[src/rtl/mine_placer_ctrl.sv]
// Mine placement sequencer: pulls candidate cells from the RNG, rejects bad ones,
// and builds the board's mine map until the requested count is reached or tries run out.
module mine_placer_ctrl #(
  parameter int CELLS     = 25,
  parameter int IDX_W     = 5,
  parameter int MAX_TRIES = 255
) (
  input  logic             in_clka,
  input  logic             in_reset_n,
  input  logic             in_start,
  input  logic [IDX_W-1:0] in_mines_num,
  input  logic [IDX_W-1:0] in_safe_index,
  input  logic             in_rng_valid,
  input  logic [IDX_W-1:0] in_rng_index,
  output logic             out_rng_req,
  output logic [CELLS-1:0] out_mines,
  output logic             out_busy,
  output logic             out_done,
  output logic             out_error,
  output logic [1:0]       out_state
);

  typedef enum logic [1:0] {
    IDLE = 2'd0,
    REQ  = 2'd1,
    EVAL = 2'd2,
    FIN  = 2'd3
  } state_t;

  localparam logic [IDX_W:0] CELLS_L     = (IDX_W+1)'(CELLS);
  localparam logic [7:0]     MAX_TRIES_L = 8'(MAX_TRIES);

  state_t           state, state_nx;
  logic [IDX_W-1:0] target, target_nx;
  logic [IDX_W-1:0] safe, safe_nx;
  logic [IDX_W-1:0] cand, cand_nx;
  logic [IDX_W-1:0] placed, placed_nx;
  logic [7:0]       tries, tries_nx;
  logic [CELLS-1:0] mines_nx;
  logic             error_nx;
  logic [CELLS-1:0] cand_bit;
  logic             cand_ok;

  // Out-of-range candidates shift the one-hot off the top, so cand_bit is zero for them.
  assign cand_bit = CELLS'(1) << cand;
  assign cand_ok  = ({1'b0, cand} < CELLS_L) && (cand != safe) && ((out_mines & cand_bit) == '0);

  // Handshake: a candidate transfers on a rising edge where out_rng_req and in_rng_valid
  // are both 1; in_rng_valid has no meaning while out_rng_req is 0.
  assign out_rng_req = (state == REQ);
  assign out_busy    = (state != IDLE);
  assign out_done    = (state == FIN);
  assign out_state   = state;

  always_comb begin
    state_nx  = state;
    target_nx = target;
    safe_nx   = safe;
    cand_nx   = cand;
    placed_nx = placed;
    tries_nx  = tries;
    mines_nx  = out_mines;
    error_nx  = out_error;
    case (state)
      IDLE: begin
        if (in_start) begin
          target_nx = in_mines_num;
          safe_nx   = in_safe_index;
          mines_nx  = '0;
          error_nx  = 1'b0;
          placed_nx = '0;
          tries_nx  = '0;
          if (in_mines_num == '0) begin
            state_nx = FIN;
          end else if ({1'b0, in_mines_num} >= CELLS_L) begin
            state_nx = FIN;
            error_nx = 1'b1;
          end else begin
            state_nx = REQ;
          end
        end
      end
      REQ: begin
        if (in_rng_valid) begin
          cand_nx  = in_rng_index;
          state_nx = EVAL;
        end
      end
      EVAL: begin
        tries_nx = tries + 8'd1;
        if (cand_ok) begin
          mines_nx  = out_mines | cand_bit;
          placed_nx = placed + IDX_W'(1);
        end
        // Reaching the target wins over running out of tries on the same evaluation.
        if (placed_nx == target) begin
          state_nx = FIN;
        end else if (tries_nx == MAX_TRIES_L) begin
          state_nx = FIN;
          error_nx = 1'b1;
        end else begin
          state_nx = REQ;
        end
      end
      FIN:     state_nx = IDLE;
      default: state_nx = IDLE;
    endcase
  end

  always_ff @(posedge in_clka) begin
    if (!in_reset_n) begin
      state     <= IDLE;
      target    <= '0;
      safe      <= '0;
      cand      <= '0;
      placed    <= '0;
      tries     <= '0;
      out_mines <= '0;
      out_error <= 1'b0;
    end else begin
      state     <= state_nx;
      target    <= target_nx;
      safe      <= safe_nx;
      cand      <= cand_nx;
      placed    <= placed_nx;
      tries     <= tries_nx;
      out_mines <= mines_nx;
      out_error <= error_nx;
    end
  end

endmodule

[config.mk]
export PLATFORM = sky130hd
export DESIGN_NAME = mine_placer_ctrl
export DESIGN_NICKNAME = d
export VERILOG_FILES = /design/src/rtl/mine_placer_ctrl.sv
export SDC_FILE = /design/constraint.sdc
export NUM_CORES = 1
export LEC_CHECK = 0
export ABC_AREA = 1
export BUFFER_PORTS_ARGS = -buffer_cell sky130_fd_sc_hd__buf_2
export CAP_MARGIN = 40
export CELL_PAD_IN_SITES_DETAIL_PLACEMENT = 2
export CELL_PAD_IN_SITES_GLOBAL_PLACEMENT = 2
export CORE_MARGIN = 4
export CORE_UTILIZATION = 34
export DETAILED_ROUTE_END_ITERATION = 12
export PLACE_DENSITY = 0.91
export SYNTH_ARGS = -nofsm -noshare
export SYNTH_HDL_FRONTEND = slang
export SYNTH_SLANG_ARGS = --single-unit
[constraint.sdc]
create_clock -name in_clka -period 4.5 [get_ports in_clka]
set_input_delay 0 -clock in_clka [delete_from_list [all_inputs] [get_ports in_clka]]
set_output_delay 0 -clock in_clka [all_outputs]
set_load 0.02 [all_outputs]
After elaboration in Yosys (flattened, before gate mapping)
Cells that the tools add are included.
{"block": "word_totals", "regBits": 56, "input_bits": 19, "output_inout_bits": 31, "word_cells": 61}
{"block": "op_classes", "n_addsub": 2, "n_lt_le_gt_ge": 2, "n_eq_ne": 11, "shift": 1, "mux": 22, "bitwise": 2, "n_reduce_logical": 13}
{"operator": "$mux 25", "count": 2}
{"operator": "$pmux 25 s2", "count": 1}
{"operator": "$and 25x25->25", "count": 1}
{"operator": "$logic_not 25->1", "count": 1}
{"operator": "$or 25x25->25", "count": 1}
{"operator": "$shl 1x5->25 const A", "count": 1}
{"operator": "$pmux 8 s2", "count": 1}
{"operator": "$mux 5", "count": 3}
{"operator": "$mux 2", "count": 6}
{"operator": "$ne 2x2->1 const B", "count": 5}
{"operator": "$pmux 5 s2", "count": 1}
{"operator": "$add 8x1->8 const B", "count": 1}
{"operator": "$eq 8x8->1 const B", "count": 1}
{"operator": "$mux 8", "count": 1}
{"operator": "$pmux 2 s4", "count": 1}
{"operator": "$reduce_and 2->1", "count": 4}
{"operator": "$add 5x1->5 const B", "count": 1}
{"operator": "$eq 5x5->1", "count": 1}
{"operator": "$ge 5x5->1 const B", "count": 1}
{"operator": "$logic_not 5->1", "count": 1}
{"operator": "$lt 5x5->1 const B", "count": 1}
{"operator": "$mux 1", "count": 5}
{"operator": "$ne 5x5->1", "count": 1}
{"operator": "$eq 2x2->1 const B", "count": 2}
{"operator": "7 further kinds", "count": 9}

Longest topological paths before layout
{"block": "logic_depth", "word_depth": 9, "mapped_depth": 21, "ltp_nobuf": 20}

Least setup slack after synthesis
OpenSTA, ideal clock, no wires.
{"block": "synth_timing", "kind": "register to register", "from": "register cand[2]", "to": "register out_error", "setup_ns": 0.115, "arrival_time_ns": 1.902, "t_required_ns": 4.385, "path_slack_ns": 2.483, "path_stages_with_launch": 20, "path_buffers": 1, "period_less_slack_ns": 2.017, "path_cell_list": "dfxtp_1 buf_4 inv_6 nor2_4 nand2_1 nor2_1 nor2_1 nand3_4 nor2_8 nand3_4 nand2_4 nand2_1 nand2_1 nand2_1 nor2_2 nand3_2 nand2_2 nand3_1 nand2_1 nor2_1"}
{"block": "synth_between", "elab_chain_len": 9, "elab_cells_between_ends": 12, "classes_between": "1 x order compare; 3 x eq/ne; 1 x shift; 2 x mux; 1 x bitwise; 4 x reduce/logical"}
{"element": "from (decl)", "line_no": "36", "source": "logic [IDX_W-1:0] cand, cand_nx;"}
{"element": "from (signal assigned)", "line_no": "124", "source": "cand <= cand_nx;"}
{"element": "$shl 1x5->25", "line_no": "45", "source": "assign cand_bit = CELLS'(1) << cand;"}
{"element": "$and 25x25->25", "line_no": "46", "source": "assign cand_ok = ({1'b0, cand} < CELLS_L) && (cand != safe) && ((out_mines & cand_bit) == '0);"}
{"element": "$logic_not 25->1", "line_no": "46"}
{"element": "$logic_and 1x1->1 (*)", "line_no": "46"}
{"element": "$mux 5 (*)", "line_no": "91", "source": "if (cand_ok) begin"}
{"element": "$mux 5 (*)", "line_no": "64", "source": "case (state)"}
{"element": "$eq 5x5->1 (*)", "line_no": "96", "source": "if (placed_nx == target) begin"}
{"element": "$ne 2x2->1 (no source line) (*)"}
{"element": "$reduce_and 4->1 (no source line) (*)"}
{"element": "to (signal assigned)", "line_no": "128", "source": "out_error <= error_nx;"}
{"element": "to (decl)", "line_no": "19", "source": "output logic out_error,"}
Mark *: on every way between the ends. The rest lies on a longest branch, timed or not. The select of a mux whose other input is x is not followed.
A chain may end at the register's enable or synchronous reset.

Final worst setup path
{"block": "layout_timing", "from": "register cand[4]", "to": "register out_mines[6]"}
{"block": "layout_between", "elab_chain_len": 6, "elab_cells_between_ends": 12, "classes_between": "1 x order compare; 2 x eq/ne; 1 x shift; 2 x mux; 2 x bitwise; 4 x reduce/logical"}
{"element": "$shl 1x5->25", "line_no": "45"}
{"element": "$and 25x25->25", "line_no": "46"}
{"element": "$logic_not 25->1", "line_no": "46"}
{"element": "$logic_and 1x1->1", "line_no": "46"}
{"element": "$ne 2x2->1 (no source line)"}
{"element": "$reduce_and 3->1 (no source line)"}
{"element": "to (signal assigned)", "line_no": "127", "source": "out_mines <= mines_nx;"}
{"element": "to (decl)", "line_no": "16", "source": "output logic [CELLS-1:0] out_mines,"}
Parallel ways exist; a longest one is shown, timed or not. The select of a mux whose other input is x is not followed.

==> results.sh <==
export IMPL_outcome="finished clean"
export IMPL_die_w_um=105
export IMPL_yosys_area_share_adder_pct=1.17
export IMPL_synthFlopType="dfxtp_1"
export IMPL_worst_pin_slew_ps=733
export IMPL_dp_hpwl_mm=7.89
export IMPL_power_switching_uw=451
export IMPL_cp_end_kind="register"
export IMPL_slew_headroom_pct=51.1
export IMPL_regArea_mm2=0.00112
export IMPL_clk_latency_ps=320
export IMPL_skew_ps=5.56
export IMPL_p_leak_uw=0.00156
export IMPL_path_class="reg2reg"
export IMPL_crit_required_ps=4750
export IMPL_synth_simple_area_share_pct=37.9
export IMPL_synth_area_leaders="dfxtp_1 35%, nand2_1 11%, a21oi_1 8.0%, inv_1 6.9%, nand3_1 6.1%"
export IMPL_die_area_mm2=0.0111
export IMPL_synth_compound_area_share_pct=12.0
export IMPL_clkSlewWorstSetupHoldPaths_ps=110
export IMPL_async_reset_ff_share_pct=0
export IMPL_finalCritPeriodShare_pct=68.5
export IMPL_overflow=0
export IMPL_cts_root_buf="clkbuf_8"
export IMPL_drt_iter0_drc=79
export IMPL_power_density_mw_per_mm2=324
export IMPL_cts_sinks=56
export IMPL_power_frac_seq_pct=46.2
export IMPL_final_nets=534
export IMPL_antenna_cells=0
export IMPL_synth_commonest_cells="97 x nand2_1, 59 x inv_1, 56 x dfxtp_1, 51 x a21oi_1, 39 x nand3_1"
export IMPL_fillCellCount=1124
export IMPL_maxCapViolations=0
export IMPL_dr_pass1_iters=4
export IMPL_drive_gt1_share_pct=21.2
export IMPL_synth_area_per_cell_um2=6.93
export IMPL_synth_cells=463
export IMPL_vdd_drop_max_uv=131
export IMPL_yosysMostFrequentCell="nand2_1"
export IMPL_clock_fmax_mhz=325
export IMPL_yosysTopAreaCellShare_pct=34.9
export IMPL_start_kind="register"
export IMPL_comb_power_share_pct=27.8
export IMPL_p_int_uw=749
export IMPL_hold_class="in2reg"
export IMPL_ys_warn_count=0
export IMPL_grt_pass1_wl_mm=17.9
export IMPL_min_period_ps=3080
export IMPL_pre_cts_ws_ps=1480
export IMPL_ios=50
export IMPL_yosys_area_top_type="dfxtp_1"
export IMPL_grtUsageTotal_pct=19.9
export IMPL_power_frac_clock_pct=26.0
export IMPL_wire_per_inst_um=17.2
export IMPL_ant_nets=0
export IMPL_grt_max_degree=26
export IMPL_synth_nets=485
export IMPL_synth_top_family_by_area="simple AND/OR/NAND/NOR gates"
export IMPL_drc=0
export IMPL_cts_tree="done"
export IMPL_cts_buffers=5
export IMPL_initial_core_util_pct=34.9
export IMPL_cp_arrival_ps=3330
export IMPL_antenna_found_initial=0
export IMPL_synth_xor_area_share_pct=2.42
export IMPL_routed_wl_mm=10.7
export IMPL_clockBufferDepth=2
export IMPL_vias_per_cell=5.12
export IMPL_grt_pass1_vias=3516
export IMPL_die_y_um=105
export IMPL_core_area_mm2=0.00920
export IMPL_rsz0062_at_grt="no"
export IMPL_cts_max_level=2
export IMPL_syn_to_final_growth_pct=15.5
export IMPL_setup_tns_ps=0
export IMPL_reg2reg_slack_ps=1420
export IMPL_place_gp_congestion=0.761
export IMPL_rows=35
export IMPL_setup_viol=0
export IMPL_io_buffer_count=49
export IMPL_multiInputGateArea_mm2=0.00171
export IMPL_critPathMaxFanout=25
export IMPL_ys_seq_area_share_pct=34.9
export IMPL_yosys_register_bits=56
export IMPL_synth_cell_type_count=36
export IMPL_synth_edf_count=0
export IMPL_slew_violations=0
export IMPL_setup_ws_ps=1420
export IMPL_synth_area_mm2=0.00321
export IMPL_synthMuxAreaShare_pct=0
export IMPL_final_hold_viol_count=0
export IMPL_vias=3192
export IMPL_sw_frac_of_total_pct=37.6
## cell families (layout without fill, tap and decap cells)
kind of cell | count (synthesis) | in the layout
AND/OR/NAND/NOR | 236 | 236
XOR/XNOR | 8 | 8
flip-flops | 56 | 56
AO/OA/AOI/OAI | 74 | 74
buffers and inverters | 86 | 136
adder cells (fa/ha/maj) | 3 | 3
## metrics by stage
step / instances / total power (µW) / instance area (µm²) / hold WS [ps] / util (%)
4_1_cts: 624 / 1220 / 3710 / 3.84 / 40.3
5_1_grt: 624 / 1280 / 3710 / 23.6 / 40.3
2_1_floorplan: 463 / 801 / 3210 / 135 / -
6_report: 624 / 1200 / 3710 / 9.40 / 40.3
3_3_place_gp: 606 / 865 / 3490 / 237 / 38.0
3_5_place_dp: 607 / 890 / 3520 / 234 / 38.3
## per-layer routing
layer  track usage (%)  up-vias  wire length, µm
li1                  -     1568                -
met1              22.8     1553             4520
met2              38.2       55             5750
met3              3.27       16              272
met4              4.59        0              179
met5                 0        -                0
## sequential cells by signal, summed over array words and instances, names as in the netlist
name and cells:
cand 5, out_error 1, out_mines 25, out_state 2
placed 5, safe 5, target 5, tries 8
## layout by cell type, fill, tap and decap left out
master	instances
or2_2	1
nor3_1	3
inv_2	4
dlygate4sd3_1	9
nand2_2	14
and2_1	1
nor2_1	37
nand3_4	3
nor2_4	5
xnor2_1	3
nand2_8	1
buf_4	1
o21ai_4	1
clkbuf_8	6
buf_2	49
dfxtp_1	56
clkinv_1	2
nand3_2	3
buf_16	1
ha_1	3
a31oi_1	2
nand4_1	15
inv_4	2
nor2_2	9
xor2_1	4
nor2_8	1
clkinv_2	1
inv_6	2
nand2_1	97
o21ai_0	20
nand2_4	3
nand3_1	39
inv_1	59
xor2_2	1
a21oi_1	51
nand3b_1	3
nor3_4	1
## final timing paths
check             startpoint       endpoint  cells past startpoint
max                  cand[4]   out_mines[6]                     12
min          in_rng_index[4]        cand[4]                      3
max reg2reg          cand[4]   out_mines[6]                     12
min reg2reg    out_mines[16]  out_mines[16]                      2
## critical path, cell delays in order, from the launching register on
cell and delay (ps):
dfxtp_1 810, inv_4 220, nand2_8 140, inv_2 50, nand2_1 60, nor2_1 40
nor2_1 180, nand3_4 120, nor2_8 200, nand3_4 190, o21ai_4 620, nand3_1 160
a21oi_1 200
## cell type report
class	instances	area share, %
clock buffers	6	2.23
clock inverters	2	0.371
inverters	68	7.16
multi-input cells	321	46.3
flip-flops and latches	56	30.2
well taps	111	3.75
repair buffers	60	9.99
## power by group through the flow
stage          logic [µW]  registers (µW)  clock network [µW]
4_1_cts               339             555                 325
5_1_grt               377             559                 343
6_report              333             555                 312
3_3_place_gp          302             563                   0
3_5_place_dp          324             565                   0
2_1_floorplan         249             552                   0
## timing repair
action,CTS,global route
gates resized for setup,0,0
endpoints found under the hold margin,9,0
setup buffers,0,0
hold buffers,9,0
No activity file was read; power rests on OpenSTA's default activity.
